<file path="src/rtl/ps2_scancode_decoder.sv">
// ps2_scancode_decoder
// Turns the raw PS/2 set-2 byte stream coming out of an upstream receive FIFO
// into keyboard events {brk, ext, code[7:0]} and queues them in a small event
// FIFO.
// Handshakes:
//   upstream : the head byte is taken when kbd_ready=1 and the event FIFO has
//              room; kbd_nextdata_n is low for exactly one cycle per taken byte.
//   consumer : the head event transfers on a rising edge where evt_valid=1 and
//              evt_ready=1; evt_ready with evt_valid=0 is ignored.
// Optional feature: define PS2_DEC_ASCII_EN to build the set-2 to ASCII lookup
// on evt_ascii; otherwise evt_ascii is tied to 0x00.
// EVT_DEPTH must be a power of two between 2 and 16.

module ps2_scancode_decoder #(
  parameter int EVT_DEPTH = 4
) (
  input  logic       clock,
  input  logic       clrn,
  input  logic [7:0] kbd_data,
  input  logic       kbd_ready,
  output logic       kbd_nextdata_n,
  output logic       evt_valid,
  input  logic       evt_ready,
  output logic [9:0] evt_data,
  output logic [7:0] evt_ascii,
  output logic       err_overrun,
  output logic       dbg_state
);

  localparam int AW = $clog2(EVT_DEPTH);
  localparam logic [AW:0] FULL_CNT = EVT_DEPTH[AW:0];

  // Keyboard bytes with special meaning in set 2.
  localparam logic [7:0] B_EXT    = 8'hE0;
  localparam logic [7:0] B_BRK    = 8'hF0;
  localparam logic [7:0] B_PAUSE  = 8'hE1;
  localparam logic [7:0] B_ACK    = 8'hFA;
  localparam logic [7:0] B_BAT_OK = 8'hAA;
  localparam logic [7:0] B_ECHO   = 8'hEE;
  localparam logic [7:0] B_RESEND = 8'hFE;
  localparam logic [7:0] B_OVR0   = 8'h00;
  localparam logic [7:0] B_OVR1   = 8'hFF;

  // The pause key sends E1 followed by seven more bytes.
  localparam logic [2:0] PAUSE_TAIL = 3'd7;

  typedef enum logic {
    S_IDLE = 1'b0,
    S_POP  = 1'b1
  } state_t;

  state_t     state_q, state_d;
  logic       nextdata_n_d;
  logic [7:0] byte_q;

  logic       ext_q, ext_d;
  logic       brk_q, brk_d;
  logic [2:0] pause_q, pause_d;
  logic       ovr_q, ovr_d;

  logic       push;
  logic [9:0] push_data;

  logic [9:0]    mem [EVT_DEPTH];
  logic [AW-1:0] wr_ptr_q, rd_ptr_q;
  logic [AW:0]   count_q;
  logic          fifo_full;
  logic          rd_en;

  assign fifo_full   = (count_q == FULL_CNT);
  assign evt_valid   = (count_q != '0);
  assign rd_en       = evt_valid & evt_ready;
  assign evt_data    = evt_valid ? mem[rd_ptr_q] : 10'h000;
  assign err_overrun = ovr_q;
  assign dbg_state   = state_q;

  // ---------------------------------------------------------------------------
  // Byte fetch FSM
  // ---------------------------------------------------------------------------

  // State register, registered pop strobe and captured byte.
  always_ff @(posedge clock or negedge clrn) begin
    if (!clrn) begin
      state_q        <= S_IDLE;
      kbd_nextdata_n <= 1'b1;
      byte_q         <= 8'h00;
    end else begin
      state_q        <= state_d;
      kbd_nextdata_n <= nextdata_n_d;
      if (state_q == S_IDLE && state_d == S_POP) begin
        byte_q <= kbd_data;
      end
    end
  end

  // Next state: take a byte only when the event FIFO can absorb its result.
  always_comb begin
    state_d      = state_q;
    nextdata_n_d = 1'b1;
    case (state_q)
      S_IDLE: begin
        if (kbd_ready && !fifo_full) begin
          state_d      = S_POP;
          nextdata_n_d = 1'b0;
        end
      end
      S_POP: begin
        state_d = S_IDLE;
      end
      default: begin
        state_d = S_IDLE;
      end
    endcase
  end

  // ---------------------------------------------------------------------------
  // Byte decode (evaluated during POP, committed on the POP->IDLE edge)
  // ---------------------------------------------------------------------------

  // Decode the captured byte against the prefix flags and pause counter.
  always_comb begin
    push      = 1'b0;
    push_data = 10'h000;
    ext_d     = ext_q;
    brk_d     = brk_q;
    pause_d   = pause_q;
    ovr_d     = ovr_q;
    if (state_q == S_POP) begin
      if (pause_q != 3'd0) begin
        // Inside the pause sequence: swallow bytes, report once at the end.
        pause_d = pause_q - 3'd1;
        if (pause_q == 3'd1) begin
          push      = 1'b1;
          push_data = {2'b00, B_PAUSE};
        end
      end else begin
        case (byte_q)
          B_PAUSE: pause_d = PAUSE_TAIL;
          B_EXT:   ext_d   = 1'b1;
          B_BRK:   brk_d   = 1'b1;
          B_OVR0, B_OVR1: ovr_d = 1'b1;
          B_ACK, B_BAT_OK, B_ECHO, B_RESEND: begin
            // Keyboard status bytes are only meaningful without a prefix;
            // after a prefix they are treated as ordinary key codes.
            if (ext_q || brk_q) begin
              push      = 1'b1;
              push_data = {brk_q, ext_q, byte_q};
              ext_d     = 1'b0;
              brk_d     = 1'b0;
            end
          end
          default: begin
            push      = 1'b1;
            push_data = {brk_q, ext_q, byte_q};
            ext_d     = 1'b0;
            brk_d     = 1'b0;
          end
        endcase
      end
    end
  end

  // Decoder state: prefix flags, pause counter and sticky overrun flag.
  always_ff @(posedge clock or negedge clrn) begin
    if (!clrn) begin
      ext_q   <= 1'b0;
      brk_q   <= 1'b0;
      pause_q <= 3'd0;
      ovr_q   <= 1'b0;
    end else begin
      ext_q   <= ext_d;
      brk_q   <= brk_d;
      pause_q <= pause_d;
      ovr_q   <= ovr_d;
    end
  end

  // ---------------------------------------------------------------------------
  // Event FIFO
  // ---------------------------------------------------------------------------

  // Pointers and occupancy; pointers wrap naturally since depth is 2^AW.
  always_ff @(posedge clock or negedge clrn) begin
    if (!clrn) begin
      wr_ptr_q <= '0;
      rd_ptr_q <= '0;
      count_q  <= '0;
    end else begin
      if (push) begin
        wr_ptr_q <= wr_ptr_q + 1'b1;
      end
      if (rd_en) begin
        rd_ptr_q <= rd_ptr_q + 1'b1;
      end
      case ({push, rd_en})
        2'b10:   count_q <= count_q + 1'b1;
        2'b01:   count_q <= count_q - 1'b1;
        default: count_q <= count_q;
      endcase
    end
  end

  // Event storage; never read while empty, so it needs no reset.
  always_ff @(posedge clock) begin
    if (push) begin
      mem[wr_ptr_q] <= push_data;
    end
  end

  // ---------------------------------------------------------------------------
  // ASCII view of the head event
  // ---------------------------------------------------------------------------

`ifdef PS2_DEC_ASCII_EN
  logic [7:0] ascii;

  // Plain (no ext, no break) letters, digits, space and enter map to ASCII.
  always_comb begin
    ascii = 8'h00;
    if (evt_data[9:8] == 2'b00) begin
      case (evt_data[7:0])
        8'h1C: ascii = 8'h61; // a
        8'h32: ascii = 8'h62; // b
        8'h21: ascii = 8'h63; // c
        8'h23: ascii = 8'h64; // d
        8'h24: ascii = 8'h65; // e
        8'h2B: ascii = 8'h66; // f
        8'h34: ascii = 8'h67; // g
        8'h33: ascii = 8'h68; // h
        8'h43: ascii = 8'h69; // i
        8'h3B: ascii = 8'h6A; // j
        8'h42: ascii = 8'h6B; // k
        8'h4B: ascii = 8'h6C; // l
        8'h3A: ascii = 8'h6D; // m
        8'h31: ascii = 8'h6E; // n
        8'h44: ascii = 8'h6F; // o
        8'h4D: ascii = 8'h70; // p
        8'h15: ascii = 8'h71; // q
        8'h2D: ascii = 8'h72; // r
        8'h1B: ascii = 8'h73; // s
        8'h2C: ascii = 8'h74; // t
        8'h3C: ascii = 8'h75; // u
        8'h2A: ascii = 8'h76; // v
        8'h1D: ascii = 8'h77; // w
        8'h22: ascii = 8'h78; // x
        8'h35: ascii = 8'h79; // y
        8'h1A: ascii = 8'h7A; // z
        8'h45: ascii = 8'h30; // 0
        8'h16: ascii = 8'h31; // 1
        8'h1E: ascii = 8'h32; // 2
        8'h26: ascii = 8'h33; // 3
        8'h25: ascii = 8'h34; // 4
        8'h2E: ascii = 8'h35; // 5
        8'h36: ascii = 8'h36; // 6
        8'h3D: ascii = 8'h37; // 7
        8'h3E: ascii = 8'h38; // 8
        8'h46: ascii = 8'h39; // 9
        8'h29: ascii = 8'h20; // space
        8'h5A: ascii = 8'h0D; // enter
        default: ascii = 8'h00;
      endcase
    end
  end

  assign evt_ascii = ascii;
`else
  assign evt_ascii = 8'h00;
`endif

endmodule

</file>
<file path="config.mk">
export PLATFORM = sky130hd
export DESIGN_NAME = ps2_scancode_decoder
export DESIGN_NICKNAME = d
export VERILOG_FILES = /design/src/rtl/ps2_scancode_decoder.sv
export SDC_FILE = /design/constraint.sdc
export NUM_CORES = 1
export LEC_CHECK = 0
export BUFFER_PORTS_ARGS = -buffer_cell sky130_fd_sc_hd__buf_2
export CORE_ASPECT_RATIO = 1.1
export CORE_MARGIN = 5
export CORE_UTILIZATION = 30
export DETAILED_ROUTE_END_ITERATION = 10
export GPL_ROUTABILITY_DRIVEN = 0
export PLACE_DENSITY = 0.56
export SLEW_MARGIN = 40
export SYNTH_ARGS = -nofsm -noshare
export SYNTH_HDL_FRONTEND = slang
export SYNTH_SLANG_ARGS = --single-unit
</file>
<file path="constraint.sdc">
create_clock -name clock -period 3.6 [get_ports clock]
set_input_delay 0.18 -clock clock [delete_from_list [all_inputs] [get_ports clock]]
set_output_delay 0.18 -clock clock [all_outputs]
set_load 0.03 [all_outputs]
</file>
==> summary.txt, run 1 <==
Final ANT Viol Nets: 0
die extent in x: 104 um
Routed WL: 5080 um
vias per inst: 4.48
detailed placement HPWL: 3510 um
Leak Pwr: 1.32 nW
largest net degree at the start of global routing: 24
Synth Instances: 195
Worst R2R End: count_q[2]$_DFFE_PN0P_
CTS Buf Count: 9
clk_skew: 0.0124 ns
die area: 11700 um^2
RSZ-0062 raised after global routing: false
Routed met1 length: 2450 um
VDD IR max: 0.312 mV
final hold violation count: 0
Starting Density: 0.307
final core occ: 0.356
most frequent cells in the layout: edfxtp_1 (40), buf_2 (25), dfrtp_1 (22)
average size of a mapped cell: 14.8 um^2
highest routed metal layer: met4
Post-synth ARST share: 0.365
maximum clock frequency: 0.354 GHz
CP arrival: 3.08 ns
clk buf depth: 2
Post-CTS Hold Buffers: 1
CP Capture Point: count_q[2]$_DFFE_PN0P_
DRT Pass-1 Iters: 4
flops & latches, synth: 63
Setup violations, final: 0
initial DRC count: 73
WL met2: 2310 um
Core Area: 9400 um^2
antenna violations before repair: 0
diodes inserted: 0
Crit Path Max Fanout: 10
Worst-Skew Late Latency: 0.33 ns
grt total ovfl: 0
worst hold slack: 0.0766 ns
met3 wire len: 267 um
drt drc: 0
EDFF count, synth: 40
clk slew on worst S/H paths: 0.07 ns
row cnt: 37
PD cells: 823 nW/um^2
H-tree depth: 3
input/output buffers: 25
vias in the first global route: 1666
FF-to-FF setup slack: 0.77 ns
critical path class: flop to flop
first-pass GRT wire length: 8490 um
status: complete, no violations
sw power: 1.01 mW
post-layout net count: 251
fraction of layout cells with a size suffix above 1: 0.285
max-slew violations: 0
Critical Path RT: 3.85 ns
setup_tns: 0 ns
per-cell routed wire length: 14.4 um
headroom to the max-slew limit: 0.516
CTS tree: yes
Sw Share: 0.366
Crit. End Element: flop
Top FF cell, synth: edfxtp_1
max_cap viols: 0
Yosys warnings: 0
post-CTS sizing: 0
Yosys top cell area share: 0.416
area leader, netlist: edfxtp_1
Netlist cell types: 45
final worst path period share: 0.785
top cells by area, synth: edfxtp_1 (42%), dfrtp_1 (19%), mux4_2 (7.8%)
synthesized area: 2890 um^2
Post-CTS Setup Inserts: 0
worst slew pin tran: 0.726 ns
Clock Power Share: 0.224
worst-case reg-to-reg path depth: 10
Reg power frac: 0.425
# IOs: 34
commonest non-fill, non-tap cell in the layout: edfxtp_1
CP Launch Point: byte_q[4]$_DFFE_PN0P_
Period minus WS final: 2.83 ns
clock root buffer: clkbuf_8
Area Overhead vs Synth: 16.0%
Hold Path Class: input pin to flop
worst reg2reg path startpoint: byte_q[4]$_DFFE_PN0P_
clock sink total: 63
Worst Setup Start Kind: flop
Die Y: 113 um
fraction of the yosys area taken by sequential cells: 0.616
all-layer global routing usage: 0.0929
DR vias: 1578
Logic pwr share: 0.352
cell internal pwr: 1.75 mW
-- power groups by stage --
stage                     logic [mW]  registers, mW  clock network, mW
after CTS                      0.990           1.18              0.634
after global routing            1.08           1.21              0.670
after floorplan                0.823           1.09                  0
after global placement         0.967           1.18                  0
after detailed placement       0.989           1.19                  0
final                          0.969           1.17              0.616
-- registers in the layout (all words and copies together) (netlist names) --
name,count
byte_q,8
kbd_nextdata_n,1
ext_q,1
wr_ptr_q,2
pause_q,3
brk_q,1
count_q,3
mem,40
dbg_state,1
err_overrun,1
rd_ptr_q,2
-- layer usage --
layer  global-route usage  up-vias
li1                     -      772
met1                0.120      765
met2                0.139       35
met3               0.0354        6
met4               0.0394        0
met5                    0        -
-- cell type report --
cell class,instances,area [um^2]
Clock inverter,3,42.5
Timing Repair Buffer,30,165
Clock buffer,13,159
Fill cell,914,6050
Tap cell,117,146
Inverter,10,37.5
Multi-Input combinational cell,116,1020
Sequential cell,63,1780
-- through the flow --
step | setup slack (ns) | std cells | instance area [um^2] | total power [mW]
6_report | 0.774 | 352 | 3350 | 2.76
5_1_grt | 0.608 | 352 | 3350 | 2.96
4_1_cts | 0.782 | 352 | 3350 | 2.80
3_5_place_dp | 0.814 | 335 | 3140 | 2.18
3_3_place_gp | 0.887 | 335 | 3130 | 2.14
2_1_floorplan | 0.980 | 202 | 2910 | 1.91
-- cell usage after synthesis, types with 2 or more instances --
library cell,number
ha_1,8
o21ai_0,3
edfxtp_1,40
a21oi_1,4
inv_1,10
clkbuf_1,3
or3_1,4
mux4_2,10
buf_4,8
nor2_1,5
a21o_1,4
mux2_2,8
and3_1,2
dfrtp_1,22
nand2_1,8
nor2b_1,5
and2_1,17
xor2_1,3
nand3_1,2
xnor2_1,3
or4_1,2
-- worst min-delay path by stage --
stage	from	to	depth (start not counted)
floorplan	clrn	brk_q$_DFFE_PN0P_	0
global placement	clrn	dbg_state$_DFF_PN0_	1
detailed placement	clrn	dbg_state$_DFF_PN0_	1
CTS	kbd_data[2]	byte_q[2]$_DFFE_PN0P_	2
global route	kbd_data[2]	byte_q[2]$_DFFE_PN0P_	2
finish	kbd_data[2]	byte_q[2]$_DFFE_PN0P_	2
-- critical path, cell delays in order (launching register included) --
cell     delay, ns
dfrtp_1       0.47
or4_1         0.55
nor3_2        0.18
o21ba_2       0.24
a21oi_4       0.24
ha_1          0.22
inv_1         0.06
fa_1          0.37
xor2_1        0.15
nor2_1        0.11
xor2_1        0.16
-- kinds of logic (layout without fill, tap and decap cells) --
kind of cell    after synthesis  after routing  share of synthesized area
compound gates               22             22                     0.0611
xor+xnor                      6              6                     0.0182
fa+ha+maj                     9              9                     0.0416
buf+inv                      23             56                     0.0434
flops                        63             63                      0.616
mux                          20             20                      0.117
other cells                   1              8                    0.00130
simple gates                 51             51                      0.101
Power figures use the tool's default switching activity.
==> inputs of run 2 (changes only) <==
--- a/config.mk
+++ b/config.mk
@@ -11,7 +11,7 @@
 export CORE_UTILIZATION = 30
 export DETAILED_ROUTE_END_ITERATION = 10
 export GPL_ROUTABILITY_DRIVEN = 0
-export PLACE_DENSITY = 0.56
+export PLACE_DENSITY = 0.57
 export SLEW_MARGIN = 40
 export SYNTH_ARGS = -nofsm -noshare
 export SYNTH_HDL_FRONTEND = slang
==> constraint.sdc (replaced) <==
create_clock -name clock -period 2.3 [get_ports clock]
set_input_delay 0.115 -clock clock [delete_from_list [all_inputs] [get_ports clock]]
set_output_delay 0.115 -clock clock [all_outputs]
set_load 0.03 [all_outputs]
==> run 2 against run 1 <==
Compared with the run above:
- the flow now finishes with violations (setup timing)
- critical path type unchanged
- largest power group is now combinational logic
- critical path depth stayed put
- cell count is 11% higher
- hold slack better by 0.11 ns
- fmax is 17% higher
- utilization is 3.8 points higher
==> summary.txt, run 2 (synthesis gave the netlist of run 1 again) <==
status: finished with violations
violated checks: setup timing
# IOs: 34 (unchanged)
critical path's top delay family: simple AND/OR/NAND/NOR gates
Core Area: 9400 um^2 (unchanged)
H-tree depth: 3 (unchanged)
Routed WL: 5300 um (+4.5%)
Worst-Skew Late Latency: 0.35 ns (+0.02 ns)
first-pass GRT wire length: 9050 um (+6.5%)
CTS Buf Count: 9 (unchanged)
max-slew violations: 0 (unchanged)
# fillers: 869 (-4.9%)
grt total ovfl: 0 (unchanged)
worst-case reg-to-reg path depth: 10 (unchanged)
fraction of layout cells with a size suffix above 1: 0.393 (+0.108)
max reg flops: 40 (unchanged)
Area Overhead vs Synth: 28.6%
vias in the first global route: 1797 (+7.9%)
worst hold stages: 4 (+2)
Area after DPL: 3360 um^2 (+7.2%)
maximum clock frequency: 0.414 GHz (+17%)
clk buf depth: 2 (unchanged)
stages on the worst setup path: 10 (unchanged)
input/output buffers: 25 (unchanged)
WL met2: 2430 um (+5.5%)
met3 wire len: 247 um (-7.5%)
Final ANT Viol Nets: 0 (unchanged)
Die Y: 113 um (unchanged)
clock root buffer: clkbuf_8
DRT Pass-1 Iters: 4 (unchanged)
Period minus WS final: 2.42 ns (-0.410 ns)
RSZ-0062 raised after global routing: true
per-cell routed wire length: 13.6 um (-5.5%)
Routed met1 length: 2510 um (+2.5%)
highest routed metal layer: met4
headroom to the max-slew limit: 0.636 (+0.120)
antenna violations before repair: 0 (unchanged)
detailed placement HPWL: 3750 um (+6.8%)
initial DRC count: 46 (-37%)
row cnt: 37 (unchanged)
Final Instance Area: 3710 um^2 (+11%)
Leak Pwr: 1.51 nW (+14%)
Largest Register: mem
final worst path period share: 1.05 (+0.266)
final core occ: 0.395 (+0.0385)
Worst Setup Start Kind: flop
all-layer global routing usage: 0.0992 (+0.00632)
CTS tree: yes
drt drc: 0 (unchanged)
CP arrival: 2.70 ns (-0.38 ns)
die area: 11700 um^2 (unchanged)
most frequent cells in the layout: edfxtp_1 (40), buf_4 (33), buf_2 (25)
CP max stage cell: dfrtp_1
critical path class: flop to flop
PD cells: 1290 nW/um^2 (+57%)
biggest regs: mem (40), byte_q (8)
DR vias: 1714 (+8.6%)
worst slew pin tran: 0.546 ns (-0.180 ns)
final hold violation count: 0 (unchanged)
commonest non-fill, non-tap cell in the layout: edfxtp_1
Hold Path Class: input pin to flop
largest net degree at the start of global routing: 24 (unchanged)
Setup WS post-layout: -0.116 ns (-0.890 ns)
VDD IR max: 0.528 mV (+70%)
largest stage delay on the critical path: 0.45 ns (-0.10 ns)
Crit Path Max Fanout: 7 (-3)
clock sink total: 63 (unchanged)
CP bufs+invs: 1 (unchanged)
Crit. End Element: flop
clk slew on worst S/H paths: 0.08 ns (about the same)
crit-path cells: or3_1 > a211oi_4 > nor2_1 > a21oi_4 > ha_4 > inv_2 > fa_2 > xor2_1 > nor2_1 > xor2_1
worst hold slack: 0.189 ns (+0.113 ns)
max_cap viols: 0 (unchanged)
diodes inserted: 0 (unchanged)
vias per inst: 4.41 (-1.7%)
Starting Density: 0.307 (unchanged)
Setup violations, final: 2 (+2)
die extent in x: 104 um (unchanged)
clk_skew: 0.0125 ns (+0.000104 ns)
Critical Path RT: 2.58 ns (-1.27 ns)
post-layout net count: 288 (+15%)
==> run 2: cell count changes in the layout (fill, tap and decap cells not counted), sizes merged <==
| cell | delta |
|---|---|
| buf | +29 |
| dlygate4sd3 | +8 |
| clkbuf | -4 |
| inv | +3 |
| clkinvlp | +1 |
==> run 2: final timing paths <==
check | startpoint | endpoint | slack, ns
min in group asynchronous | clrn | pause_q[1]$_DFFE_PN0P_ | 0.28
min reg2reg | err_overrun$_DFFE_PN0P_ | err_overrun$_DFFE_PN0P_ | 0.47
max | byte_q[4]$_DFFE_PN0P_ | count_q[2]$_DFFE_PN0P_ | -0.12
min | kbd_ready | dbg_state$_DFF_PN0_ | 0.19
max in group asynchronous | clrn | kbd_nextdata_n$_DFF_PN1_ | 1.65
max reg2reg | byte_q[4]$_DFFE_PN0P_ | count_q[2]$_DFFE_PN0P_ | -0.12
==> run 2: what timing repair did <==
item | 4_1_cts | 5_1_grt
gates cloned | 0 | 0
hold buffers | 9 | 0
pin swaps | 6 | 1
endpoints found under the setup margin | 2 | 26
resized for setup | 3 | 3
hold endpoints to repair | 30 | 0
buffers inserted | 3 | 0
==> run 2: power by group <==
part	total [mW]	switching (mW)	leakage, nW	internal [mW]
clock	0.990	0.477	0.0968	0.513
sequential	1.70	0.200	0.647	1.50
combinational	2.10	1.09	0.767	1.01
==> run 2: tightest hold or removal path: stages <==
cell and delay (ns):
buf_2 0.09, inv_1 0.05, a311oi_2 0.04, buf_4 0.17
==> run 2: metrics by stage <==
stage	std cells	setup TNS, ns	power [mW]	worst slack [ns]
global route	389	-0.350	5.14	-0.246
detailed placement	361	-0.295	3.76	-0.224
finish	389	-0.118	4.80	-0.116
CTS	389	-0.184	4.84	-0.156
floorplan	202	-0.399	3.04	-0.263
global placement	361	-6.09	3.72	-0.195
==> run 2: layout make-up <==
cell class                      instances  area (um^2)  area share
Sequential cell                        63         1780       0.479
Clock inverter                          7         80.1      0.0216
Inverter                               10         37.5      0.0101
Multi-Input combinational cell        116         1080       0.291
Clock buffer                            9          124      0.0334
Timing Repair Buffer                   67          463       0.125
Tap cell                              117          146      0.0395
==> run 2: metal layers <==
metal / up-vias / track usage
li1: 844 / -
met1: 821 / 0.130
met2: 38 / 0.148
met3: 11 / 0.0262
met4: 0 / 0.0577
met5: - / 0
